File: config.mk
export PLATFORM = sky130hd
export DESIGN_NAME = demultiplexer_mxn_buf
export DESIGN_NICKNAME = d
export VERILOG_FILES = /design/src/rtl/demultiplexer_mxn_buf.sv
export SDC_FILE = /design/constraint.sdc
export NUM_CORES = 1
export LEC_CHECK = 0
export CORE_MARGIN = 5
export CORE_UTILIZATION = 45
export DETAILED_ROUTE_END_ITERATION = 8
export GPL_TIMING_DRIVEN = 0
export MAX_ROUTING_LAYER = met4
export PLACE_DENSITY = 0.77
export SLEW_MARGIN = 15
export SYNTH_ARGS = -nofsm -noshare
export SYNTH_HDL_FRONTEND = slang
export SYNTH_SLANG_ARGS = --single-unit
File: constraint.sdc
create_clock -name clk -period 3.9 [get_ports clk]
set_clock_uncertainty 0.15 [all_clocks]
set_input_delay 1.17 -clock clk [delete_from_list [all_inputs] [get_ports clk]]
set_output_delay 1.17 -clock clk [all_outputs]
set_load 0.03 [all_outputs]
File: src/rtl/demultiplexer_mxn_buf.sv
// Purpose: 1-to-M stream demux; steers each input word into a per-channel 2-entry FIFO.
// Latency: 1 cycle from accepted push to out_valid/out_data on the selected channel.
// Backpressure: in_ready drops only when the selected FIFO is full; out_ready never passes through.
module demultiplexer_mxn_buf #(
    parameter  int M     = 8,
    parameter  int N     = 5,
    localparam int SEL_W = $clog2(M)
) (
    input  logic               clk,
    input  logic               rst_n,
    input  logic [SEL_W-1:0]   sel,
    input  logic [N-1:0]       in_data,
    input  logic               in_valid,
    output logic               in_ready,
    output logic [M*N-1:0]     out_data,
    output logic [M-1:0]       out_valid,
    input  logic [M-1:0]       out_ready,
    output logic               err_sel
);

    localparam logic [SEL_W:0] M_EXT = (SEL_W+1)'(M);

    logic [1:0]   cnt_q [M];
    logic [1:0]   cnt_d [M];
    logic         wr_q  [M];
    logic         wr_d  [M];
    logic         rd_q  [M];
    logic         rd_d  [M];
    logic [N-1:0] mem_q [M][2];
    logic [N-1:0] mem_d [M][2];
    logic         err_q;
    logic         err_d;

    logic         sel_oor;
    logic         sel_full;
    logic         push_acc;

    assign sel_oor = ({1'b0, sel} >= M_EXT);

    // Ready depends only on sel and registered counts; held low while in reset.
    always_comb begin
        sel_full = 1'b0;
        for (int k = 0; k < M; k++) begin
            if ((sel == SEL_W'(k)) && (cnt_q[k] == 2'd2)) begin
                sel_full = 1'b1;
            end
        end
        in_ready = rst_n && (sel_oor || !sel_full);
    end

    assign push_acc = in_valid && in_ready && !sel_oor;
    assign err_d    = in_valid && in_ready && sel_oor;

    // Per-channel FIFO next state: at most one push (from the shared input) and one pop.
    always_comb begin
        for (int k = 0; k < M; k++) begin
            logic push_k;
            logic pop_k;
            cnt_d[k]    = cnt_q[k];
            wr_d[k]     = wr_q[k];
            rd_d[k]     = rd_q[k];
            mem_d[k][0] = mem_q[k][0];
            mem_d[k][1] = mem_q[k][1];
            push_k      = push_acc && (sel == SEL_W'(k));
            pop_k       = (cnt_q[k] != 2'd0) && out_ready[k];
            if (push_k) begin
                mem_d[k][wr_q[k]] = in_data;
                wr_d[k]           = ~wr_q[k];
            end
            if (pop_k) begin
                rd_d[k] = ~rd_q[k];
            end
            if (push_k && !pop_k) begin
                cnt_d[k] = cnt_q[k] + 2'd1;
            end else if (!push_k && pop_k) begin
                cnt_d[k] = cnt_q[k] - 2'd1;
            end
        end
    end

    // State registers; reset clears storage so heads read as zero.
    always_ff @(posedge clk or negedge rst_n) begin
        if (!rst_n) begin
            for (int k = 0; k < M; k++) begin
                cnt_q[k]    <= 2'd0;
                wr_q[k]     <= 1'b0;
                rd_q[k]     <= 1'b0;
                mem_q[k][0] <= '0;
                mem_q[k][1] <= '0;
            end
            err_q <= 1'b0;
        end else begin
            for (int k = 0; k < M; k++) begin
                cnt_q[k]    <= cnt_d[k];
                wr_q[k]     <= wr_d[k];
                rd_q[k]     <= rd_d[k];
                mem_q[k][0] <= mem_d[k][0];
                mem_q[k][1] <= mem_d[k][1];
            end
            err_q <= err_d;
        end
    end

    // Head of each FIFO onto its packed slice; stale data when the channel is empty.
    always_comb begin
        out_data  = '0;
        out_valid = '0;
        for (int k = 0; k < M; k++) begin
            out_valid[k]       = (cnt_q[k] != 2'd0);
            out_data[k*N +: N] = mem_q[k][rd_q[k]];
        end
    end

    assign err_sel = err_q;

endmodule

=== Word level (Yosys, flattened, before mapping) ===
Index checks and enable logic that the tools add are counted.

* Add/subtract/negate cells: 16
* Reductions and logical operators: 84
* Bitwise logic cells: 32
* Magnitude comparators: 24
* Mux-type cells: 72
* Eq/ne operators: 15

{| class="wikitable"
|+ Operators by type and width
! cell !! number
|-
| 5-bit two-way mux || 32
|-
| 10-bit bitwise mux || 8
|-
| 1-bit logical AND || 50
|-
| 5-bit demux with 1-bit select || 8
|-
| 2-bit greater-or-equal comparator (second input constant) || 16
|-
| 2-bit two-way mux || 16
|-
| 1-bit NOT with 2-bit output || 16
|-
| 2-bit nonzero test || 16
|-
| 1-bit zero test || 17
|-
| 2-bit by 1-bit adder with 2-bit output (second input constant) || 8
|-
| 2-bit equality test (second input constant) || 8
|-
| 2-bit by 1-bit < comparator with 1-bit output (second input constant) || 8
|-
| 1-bit NOT || 16
|-
| 2-bit by 1-bit subtractor with 2-bit output (second input constant) || 8
|-
| 3-bit equality test (second input constant) || 4
|-
| 1-bit two-way mux || 8
|-
| 3-bit by 2-bit equality test with 1-bit output (second input constant) || 2
|-
| 3-bit by 1-bit equality test with 1-bit output (second input constant) || 1
|-
| 3-bit zero test || 1
|}

* Logic and storage cells: 283
* Output and inout bits: 50
* Register bits after elaboration: 112
* Input port bits: 19

=== Depth between registers and ports, before layout ===
Gate-level depths: netlist of the first run.

* Depth after elaboration: 18
* Depth in mapped cells: 9
* Gate-level depth less buffers: 7

=== Worst setup path after synthesis of the first run ===
OpenSTA, ideal clock, no wires.

* Path kind: input-to-output
* Start: input sel[2]
* End: output in_ready
* Slack: -938 ps
* Data arrival time: 3518 ps
* Buffers on the path: 2
* Stages: 5
* Data required time: 2580 ps
* Cell sequence: buf_4 > and3b_4 > a32o_2 > buf_6 > a2111oi_0

* Longest elaborated chain between the ends: 12
* Elaborated cells between the ends (all ways): 26
* Those cells by class: 7 x eq/ne; 8 x mux; 11 x reduce/logical

{| class="wikitable"
|+ Ends and longest elaborated chain
! what !! line !! source
|-
| start: declaration || 11 || <nowiki>input logic [SEL_W-1:0] sel,</nowiki>
|-
| 3-bit zero test || 44 || <nowiki>if ((sel == SEL_W'(k)) && (cnt_q[k] == 2'd2)) begin</nowiki>
|-
| 1-bit logical AND || 44 ||
|-
| 1-bit two-way mux (7 in series) || 44 ||
|-
| 1-bit two-way mux * || 44 ||
|-
| 1-bit zero test * || 48 || <nowiki>in_ready = rst_n && (sel_oor || !sel_full);</nowiki>
|-
| 1-bit logical AND * || 48 ||
|-
| end: declaration || 14 || <nowiki>output logic in_ready,</nowiki>
|}

Every way passes the cells marked *; elsewhere a longest branch is shown, timed or not.

=== Final worst setup path of the first run ===
* Start: input sel[1]
* End: output in_ready

Same word-level chain as after synthesis.

==> flow_summary.rst, run 1 <==
.. list-table::
   :header-rows: 1

   * - Metric
     - Value
   * - Status
     - complete, no violations
   * - Total area of sequential cells
     - 2800 µm²
   * - Most numerous cell types in the synthesized netlist
     - 115 x sky130_fd_sc_hd__mux2_2, 112 x sky130_fd_sc_hd__dfrtp_1, 22 x sky130_fd_sc_hd__xor2_1, 18 x sky130_fd_sc_hd__xnor2_1, 16 x sky130_fd_sc_hd__nand2_1
   * - Destination of the worst hold path
     - cnt_q[13]
   * - Biggest area contributors in the synthesized netlist
     - sky130_fd_sc_hd__dfrtp_1 51%, sky130_fd_sc_hd__mux2_2 23%, sky130_fd_sc_hd__xor2_1 3.5%
   * - Setup-failing EPs final
     - 0
   * - Number of flip-flops and latches in the synthesized netlist
     - 112
   * - Total congestion overflow
     - 0
   * - Summed instance area of the synthesized netlist
     - 5530 µm²
   * - Hold buffers post-CTS
     - 0
   * - Area fraction in and, or, nand and nor cells after synthesis
     - 11.3%
   * - Req. time, crit path
     - 2580 ps
   * - Vias per inst
     - 5.36
   * - Io pins
     - 69
   * - CTS tree
     - built
   * - Fraction of post-synthesis cell area in the top cell type by area
     - 50.7%
   * - Post-synth top area cell
     - sky130_fd_sc_hd__dfrtp_1
   * - Dominant combinational cell family by area after synthesis
     - multiplexers
   * - Fraction of layout instances using a drive strength above 1
     - 38.8%
   * - Count of flip-flops with a built-in enable after synthesis
     - 0
   * - Max Root-Sink Buffers
     - 2
   * - Cells after synthesis
     - 400
   * - Element type at the critical path end
     - primary output
   * - Final routed DRC violation total
     - 0
   * - Clk_lat worst skew
     - 350 ps
   * - Worst vdd ir
     - 0.523 mV
   * - Static power due to leakage
     - 2.99 nW
   * - Routed WL
     - 11900 µm
   * - PortBufs
     - 67
   * - FF-to-FF Start
     - cnt_q[2]
   * - Worst slew margin
     - 52.3%
   * - Number of antenna violations at the first check in global routing
     - 0
   * - Net count of the mapped netlist
     - 427
   * - Area of the core
     - 12000 µm²
   * - Number of buffers added by the clock tree synthesis step
     - 9
   * - Area occupied by multi-input gates
     - 2650 µm²
   * - Number of design-rule violations left by the first detailed-router iteration
     - 181
   * - Max Clk Rate
     - 0.265 GHz
   * - Hold path startpoint
     - cnt_q[13]
   * - Via count of the first global-routing pass
     - 3749
   * - RSZ-0062 raised after global routing
     - no
   * - Arithmetic-cell share of the synthesized area counting full adders, half adders and majority gates
     - 1.81%
   * - First-pass detailed-route iteration total
     - 4
   * - Post-CTS clock slew at the launch and capture registers of the worst setup and hold paths
     - 70 ps
   * - Estimated wirelength of the detail-placed design
     - 8240 µm
   * - Total of max-cap violations
     - 0
   * - Pin count of the biggest net entering global routing
     - 66
   * - Clock net sink count
     - 112
   * - Final critical-path share of the clock period
     - 96.9%
   * - Power density relative to cell area
     - 818 nW/µm²
   * - Reg2reg path depth
     - 8
   * - Global placer's final weighted congestion
     - 0.848
   * - Transition at the pin with the smallest max-transition slack
     - 716 ps
   * - Compound-Gate Fraction of Synth Area
     - 2.90%
   * - Critical Setup Path Class
     - primary input to primary output
   * - Die Width
     - 121 µm
   * - Synth async-reset ratio
     - 100%
   * - Wire length per cell
     - 18.5 µm
   * - Area of placed instances
     - 6430 µm²
   * - Core Util, Final
     - 56.9%
   * - Most used standard cell by instance count after synthesis
     - sky130_fd_sc_hd__mux2_2
   * - Number of endpoints with negative hold slack in the final report
     - 0
   * - Routed vias
     - 3450
   * - Synthesized-area fraction occupied by xor and xnor cells
     - 6.34%
   * - Wire length of the first global-routing pass
     - 19500 µm
   * - Hold path depth
     - 1
   * - Die Y
     - 121 µm
   * - Global-route usage over all layers
     - 17.6%
   * - Std-Cell Rows
     - 40
   * - Critical-path maximum fanout
     - 7
   * - Worst endpoint data arrival time
     - 2460 ps
   * - Layout net count
     - 519
   * - Fill cells
     - 1001
   * - Post-synthesis mux area share
     - 24.8%
   * - Shortest clock period the worst path allows after layout
     - 3780 ps
   * - Area enclosed by the die boundary
     - 14600 µm²
   * - Pwr Total
     - 0.00559 W
   * - Class of the worst hold path
     - flip-flop to flip-flop
   * - H-tree Lvls
     - 3
   * - Clock tree root driver cell
     - sky130_fd_sc_hd__clkbuf_16
   * - Seq/Total Area, Yosys
     - 50.7%
   * - Yosys Warn Count
     - 0
   * - Distinct cells, synth
     - 45
   * - Layout-stage area growth over the synthesis result
     - 23.8%
   * - Slack of the worst reg-to-reg path
     - 1570 ps
   * - Starting density of the core
     - 46.0%
   * - Crit Reg-Reg Endpoint
     - cnt_q[1]
   * - Final antenna-violating net count
     - 0
   * - Final Instance Area
     - 6840 µm²
   * - Number of antenna repair diodes
     - 0
   * - Kind of start point of the critical path
     - primary input
   * - Pins over their slew limit
     - 0
   * - Most used flip-flop cell after synthesis
     - sky130_fd_sc_hd__dfrtp_1
   * - Average instance area after synthesis
     - 13.8 µm²
power breakdown:
| group | internal [W] | switching [W] | total (W) |
|---|---|---|---|
| combinational | 0.00132 | 0.00136 | 0.00267 |
| sequential | 0.00168 | 0.000313 | 0.00199 |
| clock | 0.000498 | 0.000426 | 0.000924 |
how the worst max path moves through the flow:
stage | startpoint | end | slack (ps) | cells after the start
finish | sel[1] | in_ready | 120 | 6
global route | sel[2] | in_ready | 80 | 7
CTS | sel[1] | in_ready | 2 | 7
detailed placement | sel[1] | in_ready | -1040 | 6
global placement | rst_n | in_ready | -4400 | 5
floorplan | sel[2] | in_ready | 90 | 5
flip-flops by register name, summed over array words and instances (netlist names):
register and count:
cnt_q 16, mem_q 80, wr_q 8, rd_q 8
worst max-delay path: stages:
cell and delay (ps):
sky130_fd_sc_hd__buf_4 130, sky130_fd_sc_hd__buf_6 130, sky130_fd_sc_hd__and3b_4 180, sky130_fd_sc_hd__a32o_2 300
sky130_fd_sc_hd__a2111oi_4 320, sky130_fd_sc_hd__buf_4 220
placed cells by master, fill, tap and decap left out, types with 9 or more instances in the layout:
cell type / netlist / routed
sky130_fd_sc_hd__buf_4: 4 / 18
sky130_fd_sc_hd__clkbuf_1: 14 / 14
sky130_fd_sc_hd__clkbuf_16: 0 / 9
sky130_fd_sc_hd__clkdlybuf4s50_1: 0 / 62
sky130_fd_sc_hd__dfrtp_1: 112 / 112
sky130_fd_sc_hd__mux2_2: 115 / 115
sky130_fd_sc_hd__nand2_1: 16 / 16
sky130_fd_sc_hd__xnor2_1: 18 / 18
sky130_fd_sc_hd__xor2_1: 22 / 22
metrics by stage:
step	instances	worst slack (ps)	hold slack (ps)	TNS (ps)
finish	644	120	332	0
global route	644	77.7	345	0
CTS	643	1.68	333	0
detailed placement	615	-1040	319	-1040
global placement	614	-4400	315	-620750
floorplan	400	91.2	297	0
kinds of logic after synthesis:
logic type | after synthesis
flip-flops | 112
AO/OA/AOI/OAI | 14
buffers and inverters | 23
XOR/XNOR | 40
other | 1
AND/OR/NAND/NOR | 82
multiplexers | 120
adder cells (fa/ha/maj) | 8
layout make-up:
| class | instances | share of cell area (%) |
|---|---|---|
| plain buffers | 18 | 1.43 |
| clock buffers | 9 | 3.29 |
| clock inverters | 7 | 1.06 |
| inverters | 3 | 0.165 |
| multi-input cells | 265 | 38.7 |
| flip-flops and latches | 112 | 41.0 |
| well taps | 147 | 2.69 |
| repair buffers | 83 | 11.7 |
timing repair:
action | CTS | global route
setup endpoints to repair | 1 | 1
gates cloned | 0 | 0
setup buffers | 12 | 3
gates resized for setup | 26 | 3
pin swaps | 5 | 2
per-layer routing:
| layer | global-route usage [%] | wire (µm) | vias to the layer above | share of wire, % |
|---|---|---|---|---|
| met4 | 4.18 | 133 | 0 | 1.1 |
| li1 | - | - | 1600 | - |
| met5 | - | 0 | - | 0 |
| met1 | 23.0 | 5540 | 1771 | 46 |
| met2 | 28.1 | 5810 | 69 | 49 |
| met3 | 4.02 | 459 | 10 | 3.8 |
Note: power is estimated with default switching activity, not from simulation.
==> inputs of run 2 (changes only) <==
- TNS_END_PERCENT: not set -> 30
==> results of run 2 <==
No change in the layout: final DEF, timing and power equal those of run 1.
